[src/rtl/balance_writeback_pkg.sv]
// Shared transaction definitions for the memory-store writeback path:
// FSM state encoding, RAM field codes and the word record exchanged with RAM.
package balance_writeback_pkg;

  localparam logic [2:0] STEP_STORE = 3'b100;

  localparam logic [1:0] ACC_LOW  = 2'b00;
  localparam logic [1:0] ACC_HIGH = 2'b01;

  typedef enum logic [2:0] {
    ST_IDLE,
    ST_WRITE,
    ST_RD_ADDR,
    ST_RD_WAIT,
    ST_DONE,
    ST_ERROR
  } state_e;

  // One RAM word: where it lives and which byte of the snapshot belongs there.
  typedef struct packed {
    logic       access_p2;
    logic [1:0] access_type;
    logic [7:0] data;
  } word_t;

endpackage

[src/rtl/balance_writeback_if.sv]
// Request, balance and RAM signals of the writeback block, bundled as one bus.
// The slave side is the writeback block; the master side is controller plus RAM.
interface balance_writeback_if;
  logic        start;
  logic [10:0] p1_amount;
  logic [10:0] p2_amount;
  logic        mem_access_p2;
  logic [1:0]  mem_access_type;
  logic [7:0]  mem_data_in;
  logic        mem_wren;
  logic [7:0]  mem_result;
  logic        busy;
  logic        done;
  logic        error;

  modport slave (
    input  start, p1_amount, p2_amount, mem_result,
    output mem_access_p2, mem_access_type, mem_data_in, mem_wren,
           busy, done, error
  );

  modport master (
    output start, p1_amount, p2_amount, mem_result,
    input  mem_access_p2, mem_access_type, mem_data_in, mem_wren,
           busy, done, error
  );
endinterface

[src/rtl/writeback_word_mux.sv]
// Maps word index 0..3 onto the balance snapshot: RAM address fields plus the
// byte to write, which is also the byte expected on read-back.
module writeback_word_mux
  import balance_writeback_pkg::*;
(
  input  logic [1:0]  i_idx,
  input  logic [10:0] i_p1,
  input  logic [10:0] i_p2,
  output word_t       o_word
);

  logic [10:0] w_amount;

  always_comb begin
    w_amount           = i_idx[1] ? i_p2 : i_p1;
    o_word.access_p2   = i_idx[1];
    o_word.access_type = i_idx[0] ? ACC_HIGH : ACC_LOW;
    o_word.data        = i_idx[0] ? {5'b0, w_amount[10:8]} : w_amount[7:0];
  end

endmodule

[src/rtl/balance_writeback.sv]
// Stores both player balances to RAM as two bytes each, reads them back and
// retries the full write on a mismatch before reporting done or error.
module balance_writeback
  import balance_writeback_pkg::*;
#(
  parameter int RD_LAT    = 1,
  parameter int MAX_RETRY = 2
) (
  input logic               clock,
  input logic               reset,
  balance_writeback_if.slave bus
);

  localparam logic [1:0] LP_WAIT_LOAD = 2'(RD_LAT - 1);
  localparam logic [2:0] LP_MAX_RETRY = 3'(MAX_RETRY);

  state_e      r_state, w_state_nxt;
  logic [10:0] r_p1, r_p2, w_p1_nxt, w_p2_nxt;
  logic [1:0]  r_idx, w_idx_nxt;
  logic [1:0]  r_wait, w_wait_nxt;
  logic [2:0]  r_retry, w_retry_nxt;
  logic        w_drive_addr;
  logic        w_wren;
  logic        w_match;
  word_t       w_word;

  writeback_word_mux u_word_mux (
    .i_idx  (r_idx),
    .i_p1   (r_p1),
    .i_p2   (r_p2),
    .o_word (w_word)
  );

  assign w_match = (bus.mem_result == w_word.data);

  // NOTE: state registers use non-blocking assignments so every flop samples
  // the pre-edge values, independent of process evaluation order.
  always_ff @(posedge clock) begin
    if (reset) begin
      r_state <= ST_IDLE;
      r_p1    <= '0;
      r_p2    <= '0;
      r_idx   <= '0;
      r_wait  <= '0;
      r_retry <= '0;
    end else begin
      r_state <= w_state_nxt;
      r_p1    <= w_p1_nxt;
      r_p2    <= w_p2_nxt;
      r_idx   <= w_idx_nxt;
      r_wait  <= w_wait_nxt;
      r_retry <= w_retry_nxt;
    end
  end

  // NOTE: every signal written here gets a default first, so no path through
  // the case statement can leave one unassigned and infer a latch.
  always_comb begin
    w_state_nxt  = r_state;
    w_p1_nxt     = r_p1;
    w_p2_nxt     = r_p2;
    w_idx_nxt    = r_idx;
    w_wait_nxt   = r_wait;
    w_retry_nxt  = r_retry;
    w_drive_addr = 1'b0;
    w_wren       = 1'b0;

    case (r_state)
      ST_IDLE: begin
        if (bus.start) begin
          w_p1_nxt    = bus.p1_amount;
          w_p2_nxt    = bus.p2_amount;
          w_idx_nxt   = 2'd0;
          w_retry_nxt = 3'd0;
          w_state_nxt = ST_WRITE;
        end
      end

      ST_WRITE: begin
        w_drive_addr = 1'b1;
        w_wren       = 1'b1;
        if (!bus.start) begin
          w_state_nxt = ST_IDLE;
        end else if (r_idx == 2'd3) begin
          w_idx_nxt   = 2'd0;
          w_state_nxt = ST_RD_ADDR;
        end else begin
          w_idx_nxt = r_idx + 2'd1;
        end
      end

      ST_RD_ADDR: begin
        w_drive_addr = 1'b1;
        w_wait_nxt   = LP_WAIT_LOAD;
        w_state_nxt  = bus.start ? ST_RD_WAIT : ST_IDLE;
      end

      // The cycle with r_wait == 0 is the one where mem_result is valid.
      ST_RD_WAIT: begin
        w_drive_addr = 1'b1;
        if (!bus.start) begin
          w_state_nxt = ST_IDLE;
        end else if (r_wait != 2'd0) begin
          w_wait_nxt = r_wait - 2'd1;
        end else if (w_match) begin
          if (r_idx == 2'd3) begin
            w_state_nxt = ST_DONE;
          end else begin
            w_idx_nxt   = r_idx + 2'd1;
            w_state_nxt = ST_RD_ADDR;
          end
        end else if (r_retry < LP_MAX_RETRY) begin
          w_retry_nxt = r_retry + 3'd1;
          w_idx_nxt   = 2'd0;
          w_state_nxt = ST_WRITE;
        end else begin
          w_state_nxt = ST_ERROR;
        end
      end

      ST_DONE, ST_ERROR: begin
        if (!bus.start) w_state_nxt = ST_IDLE;
      end

      default: w_state_nxt = ST_IDLE;
    endcase
  end

  assign bus.mem_wren        = w_wren;
  assign bus.mem_access_p2   = w_drive_addr & w_word.access_p2;
  assign bus.mem_access_type = w_drive_addr ? w_word.access_type : ACC_LOW;
  assign bus.mem_data_in     = w_wren ? w_word.data : 8'h00;
  assign bus.busy            = (r_state != ST_IDLE) && (r_state != ST_DONE) &&
                               (r_state != ST_ERROR);
  assign bus.done            = (r_state == ST_DONE);
  assign bus.error           = (r_state == ST_ERROR);

endmodule

[src/flat_wrapper.sv]
// flat-port wrapper written by rule: the top's interface ports become plain ports
module balance_writeback_flat import balance_writeback_pkg::*;
#(
  parameter int RD_LAT    = 1,
  parameter int MAX_RETRY = 2
)
  (clock, reset, bus_start, bus_p1_amount, bus_p2_amount, bus_mem_result, bus_mem_access_p2, bus_mem_access_type, bus_mem_data_in, bus_mem_wren, bus_busy, bus_done, bus_error);
  balance_writeback_if bus_i ();
  input logic clock;
  input logic reset;
  input wire logic [$bits(bus_i.start)-1:0] bus_start;
  input wire logic [$bits(bus_i.p1_amount)-1:0] bus_p1_amount;
  input wire logic [$bits(bus_i.p2_amount)-1:0] bus_p2_amount;
  input wire logic [$bits(bus_i.mem_result)-1:0] bus_mem_result;
  output wire logic [$bits(bus_i.mem_access_p2)-1:0] bus_mem_access_p2;
  output wire logic [$bits(bus_i.mem_access_type)-1:0] bus_mem_access_type;
  output wire logic [$bits(bus_i.mem_data_in)-1:0] bus_mem_data_in;
  output wire logic [$bits(bus_i.mem_wren)-1:0] bus_mem_wren;
  output wire logic [$bits(bus_i.busy)-1:0] bus_busy;
  output wire logic [$bits(bus_i.done)-1:0] bus_done;
  output wire logic [$bits(bus_i.error)-1:0] bus_error;
  assign bus_i.start = bus_start;
  assign bus_i.p1_amount = bus_p1_amount;
  assign bus_i.p2_amount = bus_p2_amount;
  assign bus_i.mem_result = bus_mem_result;
  assign bus_mem_access_p2 = bus_i.mem_access_p2;
  assign bus_mem_access_type = bus_i.mem_access_type;
  assign bus_mem_data_in = bus_i.mem_data_in;
  assign bus_mem_wren = bus_i.mem_wren;
  assign bus_busy = bus_i.busy;
  assign bus_done = bus_i.done;
  assign bus_error = bus_i.error;
  balance_writeback #(.RD_LAT(RD_LAT), .MAX_RETRY(MAX_RETRY)) u_core (.clock(clock), .reset(reset), .bus(bus_i));
endmodule
[config.mk]
export PLATFORM = sky130hd
export DESIGN_NAME = balance_writeback_flat
export DESIGN_NICKNAME = d
export VERILOG_FILES = /design/src/rtl/balance_writeback_pkg.sv /design/src/rtl/balance_writeback_if.sv /design/src/rtl/writeback_word_mux.sv /design/src/rtl/balance_writeback.sv /design/src/flat_wrapper.sv
export SDC_FILE = /design/constraint.sdc
export NUM_CORES = 1
export LEC_CHECK = 0
export CORE_UTILIZATION = 40
export CTS_BUF_LIST = sky130_fd_sc_hd__clkbuf_16
export DETAILED_ROUTE_END_ITERATION = 12
export GPL_TIMING_DRIVEN = 0
export PLACE_DENSITY = 0.67
export RECOVER_POWER = 100
export SETUP_SLACK_MARGIN = 0.05
export SLEW_MARGIN = 0
export SYNTH_ARGS = -nofsm -noshare
export SYNTH_HDL_FRONTEND = slang
export SYNTH_HIERARCHICAL = 1
export SYNTH_SLANG_ARGS = --single-unit
[constraint.sdc]
create_clock -name clock -period 2.3 [get_ports clock]
set_input_delay 0.23 -clock clock [delete_from_list [all_inputs] [get_ports clock]]
set_output_delay 0.23 -clock clock [all_outputs]
set_load 0.1 [all_outputs]
==> reports/metrics.cfg <==
[synthesis]
synth_top_flop_cell = dfxtp_1
syn_nets = 267
synth_area_um2 = 1837
yosysSeqAreaShare_pct = 34.88
async_reset_ff_share_pct = 0
ys_ff_latch = 32
yosysWarnings = 6
synth_edf_count = 0
ys_types = 48
syn-mean-instance-area_um2 = 7.951
synthCells = 231

[cells_and_area]
drive_above_1_share_pct = 16.43
layout_common_cells = nand2_1, clkdlybuf4s50_1, dfxtp_1, a21oi_1, nor2_1
design_area_um2 = 2544
final_common_cell = nand2_1
fin_cells = 338
final_nets = 324
area_growth_pct = 38.49
antenna_cells = 0
fin_util_pct = 58.02

[run_status]
status = finished, violations left
violations = slew limit

[detailed_routing]
routed_wl_um = 4877
drtPass1Iterations = 4
wl_per_cell_um = 14.43
vias_per_cell = 5.237
via_count = 1770
drt_iter0_drc = 134
route.detailed.drc = 0
final_antenna_net_count = 0

[global_route]
grt-ovfl-total = 0
busiest_layer = met2
antenna_found_initial = 0
grt_first_pass_wirelength_um = 8266
grt_max_degree = 11
met3_usage_pct = 5.233
grt_use_met2_pct = 34.51
track_usage_pct = 21.63
grt_pass1_vias = 1717
gr-usage-met1_pct = 27.92

[die]
core_area_um2 = 4384
fp.dieH_um = 69.77
dieArea_um2 = 4867
initial_core_util_pct = 41.89
die_w_um = 69.77
ios = 48
std_cell_rows = 24

[setup_path]
crit_path_max_incr_delay_ns = 0.56
r2r_cells = 6
endpoint = bus_mem_data_in[1]
cp.depth = 4
r2r_end = u_core/r_retry[0]
crit_type = flip-flop to output pin
crit_buf_inv = 2
crit_arrival_ns = 1.95
r2r_setup_slack_ns = 0.14
cp_max_fo = 5
r2r_start = u_core/r_idx[1]
cp-start-kind = flip-flop
end_kind = output pin
critPathRequiredTime_ns = 2.07
crit_family = buffers and inverters
slowest_stage = mux4_2
path_cells = buf_6, mux4_2, and2_0, clkdlybuf4s15_2
critPathLaunch = u_core/r_idx[1]

[sta]
finClkSkew_ns = 0.002935
slew-limit-headroom_pct = -96.37
period_minus_slack_ns = 2.180
max_slew.worst_pin.slew_ns = 2.939
post-route-period-util_pct = 94.80
hold_viol_final = 0
slew_violations = 1
setup_tns_ns = 0
finalSetupViolations = 0
fmax_mhz = 458.6
setup_slack_ns = 0.1196
grt_setup_unrepaired = false

[clock_network]
path_clk_slew_ns = 0.05
clk_latency_ns = 0.27
cts_root_buf = clkbuf_16
hold_buffers = 0
cts_buffers = 5
tritoncts = built
clock-sinks = 32
clockBufferDepth = 2
h-tree-depth = 2

[power]
p_sw_w = 0.0003638
pwr-share-clk_pct = 40.8
p_seq_share_pct = 41.2
p_int_w = 0.001073
switching_share_pct = 25.31
combPwrFrac_pct = 18.0
powerDensity_nw_per_um2 = 565.0
power.ir.vdd_worst_mv = 0.3880
p_leak_nw = 0.9537

[placement]
dp_cells = 328
place_ws_ns = -0.3422
dp.final_hpwl_um = 3455
port-buffer-count = 45
gp_congestion = 0.8673
place_area_um2 = 2355

[worst_hold_path]
worst_hold_path_type = flip-flop to flip-flop

[run]
drv_cap = 0

## Yosys cell counts, types with 3 or more instances
cell       n  area (um2)
or2b_1     3       22.52
buf_4      3       22.52
nor3b_1    6       45.04
clkbuf_1   6       22.52
a21oi_1   27       135.1
mux4_2     3       67.56
inv_1      6       22.52
xnor2_1    8       70.07
nand2_1   49       183.9
ha_1       3       37.54
nor2_1    15       56.30
nand2b_1   4       25.02
o21ai_0    4       20.02
dfxtp_1   32       640.6
mux2i_1    9       90.09
buf_2      5       25.02
and2_1     8       50.05
## sequential cells by signal (all words and copies together), names as in the netlist
| register | cells |
|---|---|
| u_core/r_p1 | 11 |
| u_core/r_p2 | 11 |
| u_core/r_retry | 3 |
| u_core/r_state | 3 |
| u_core/r_idx | 2 |
| u_core/r_wait | 2 |
## routing by layer
metal / vias up / routed length [um] / share of wire, %
met3: 11 / 289 / 5.9
met4: 0 / 93 / 1.9
met2: 55 / 2261 / 46
li1: 900 / - / -
met5: - / 0 / 0
met1: 804 / 2232 / 46
## worst min-delay path: cells and delay by family, from the launching register on
kind	cells	cell delay (ns)
compound gates	1	0.05
flops	1	0.30
simple gates	1	0.05
## cell families after synthesis
| group | share of synthesized area (%) |
|---|---|
| simple gates | 29.97 |
| mux | 9.196 |
| buf+inv | 5.858 |
| flops | 34.88 |
| xor+xnor | 3.815 |
| other cells | 0.2042 |
| compound gates | 14.03 |
| fa+ha+maj | 2.044 |
## power groups by stage
| stage | logic (W) | registers, W | clock network [W] |
|---|---|---|---|
| finish | 0.000258 | 0.000593 | 0.000586 |
| global route | 0.000278 | 0.000594 | 0.000629 |
| CTS | 0.000258 | 0.000592 | 0.000601 |
| detailed placement | 0.000249 | 0.000603 | 0 |
| global placement | 0.000248 | 0.000603 | 0 |
| floorplan | 0.000152 | 0.000599 | 0 |
## stage by stage
step	hold slack (ns)	power, W
6_report	0.4523	0.001437
5_1_grt	0.4727	0.001502
3_5_place_dp	0.4467	0.0008519
2_1_floorplan	0.3660	0.0007515
4_1_cts	0.4532	0.001451
3_3_place_gp	0.4416	0.0008505
## layout make-up
cell class                 count  area [um2]
fill                         418        1841
multi-input combinational    177        1125
sequential                    32       643.1
timing repair buffer          50       474.2
clock buffer                   5       125.1
buffer                        16       88.84
tap                           52       65.06
inverter                       6       22.52
## repair_timing
item / in CTS / in global routing
pin swaps: 3 / 5
gates resized for setup: 50 / 9
endpoints found under the setup margin: 20 / 13
setup buffers: 5 / 0
## worst min-delay path by stage
stage                     start               to  slack [ns]  cells after the start
6_report        u_core/r_p2[10]  u_core/r_p2[10]        0.45                      2
2_1_floorplan  bus_p1_amount[0]   u_core/r_p1[0]        0.37                      2
4_1_cts          u_core/r_p1[3]   u_core/r_p1[3]        0.45                      2
5_1_grt          u_core/r_p2[0]   u_core/r_p2[0]        0.47                      2
3_3_place_gp     u_core/r_p1[1]   u_core/r_p1[1]        0.44                      2
3_5_place_dp     u_core/r_p1[3]   u_core/r_p1[3]        0.45                      2
(Power assumes the default switching activity.)
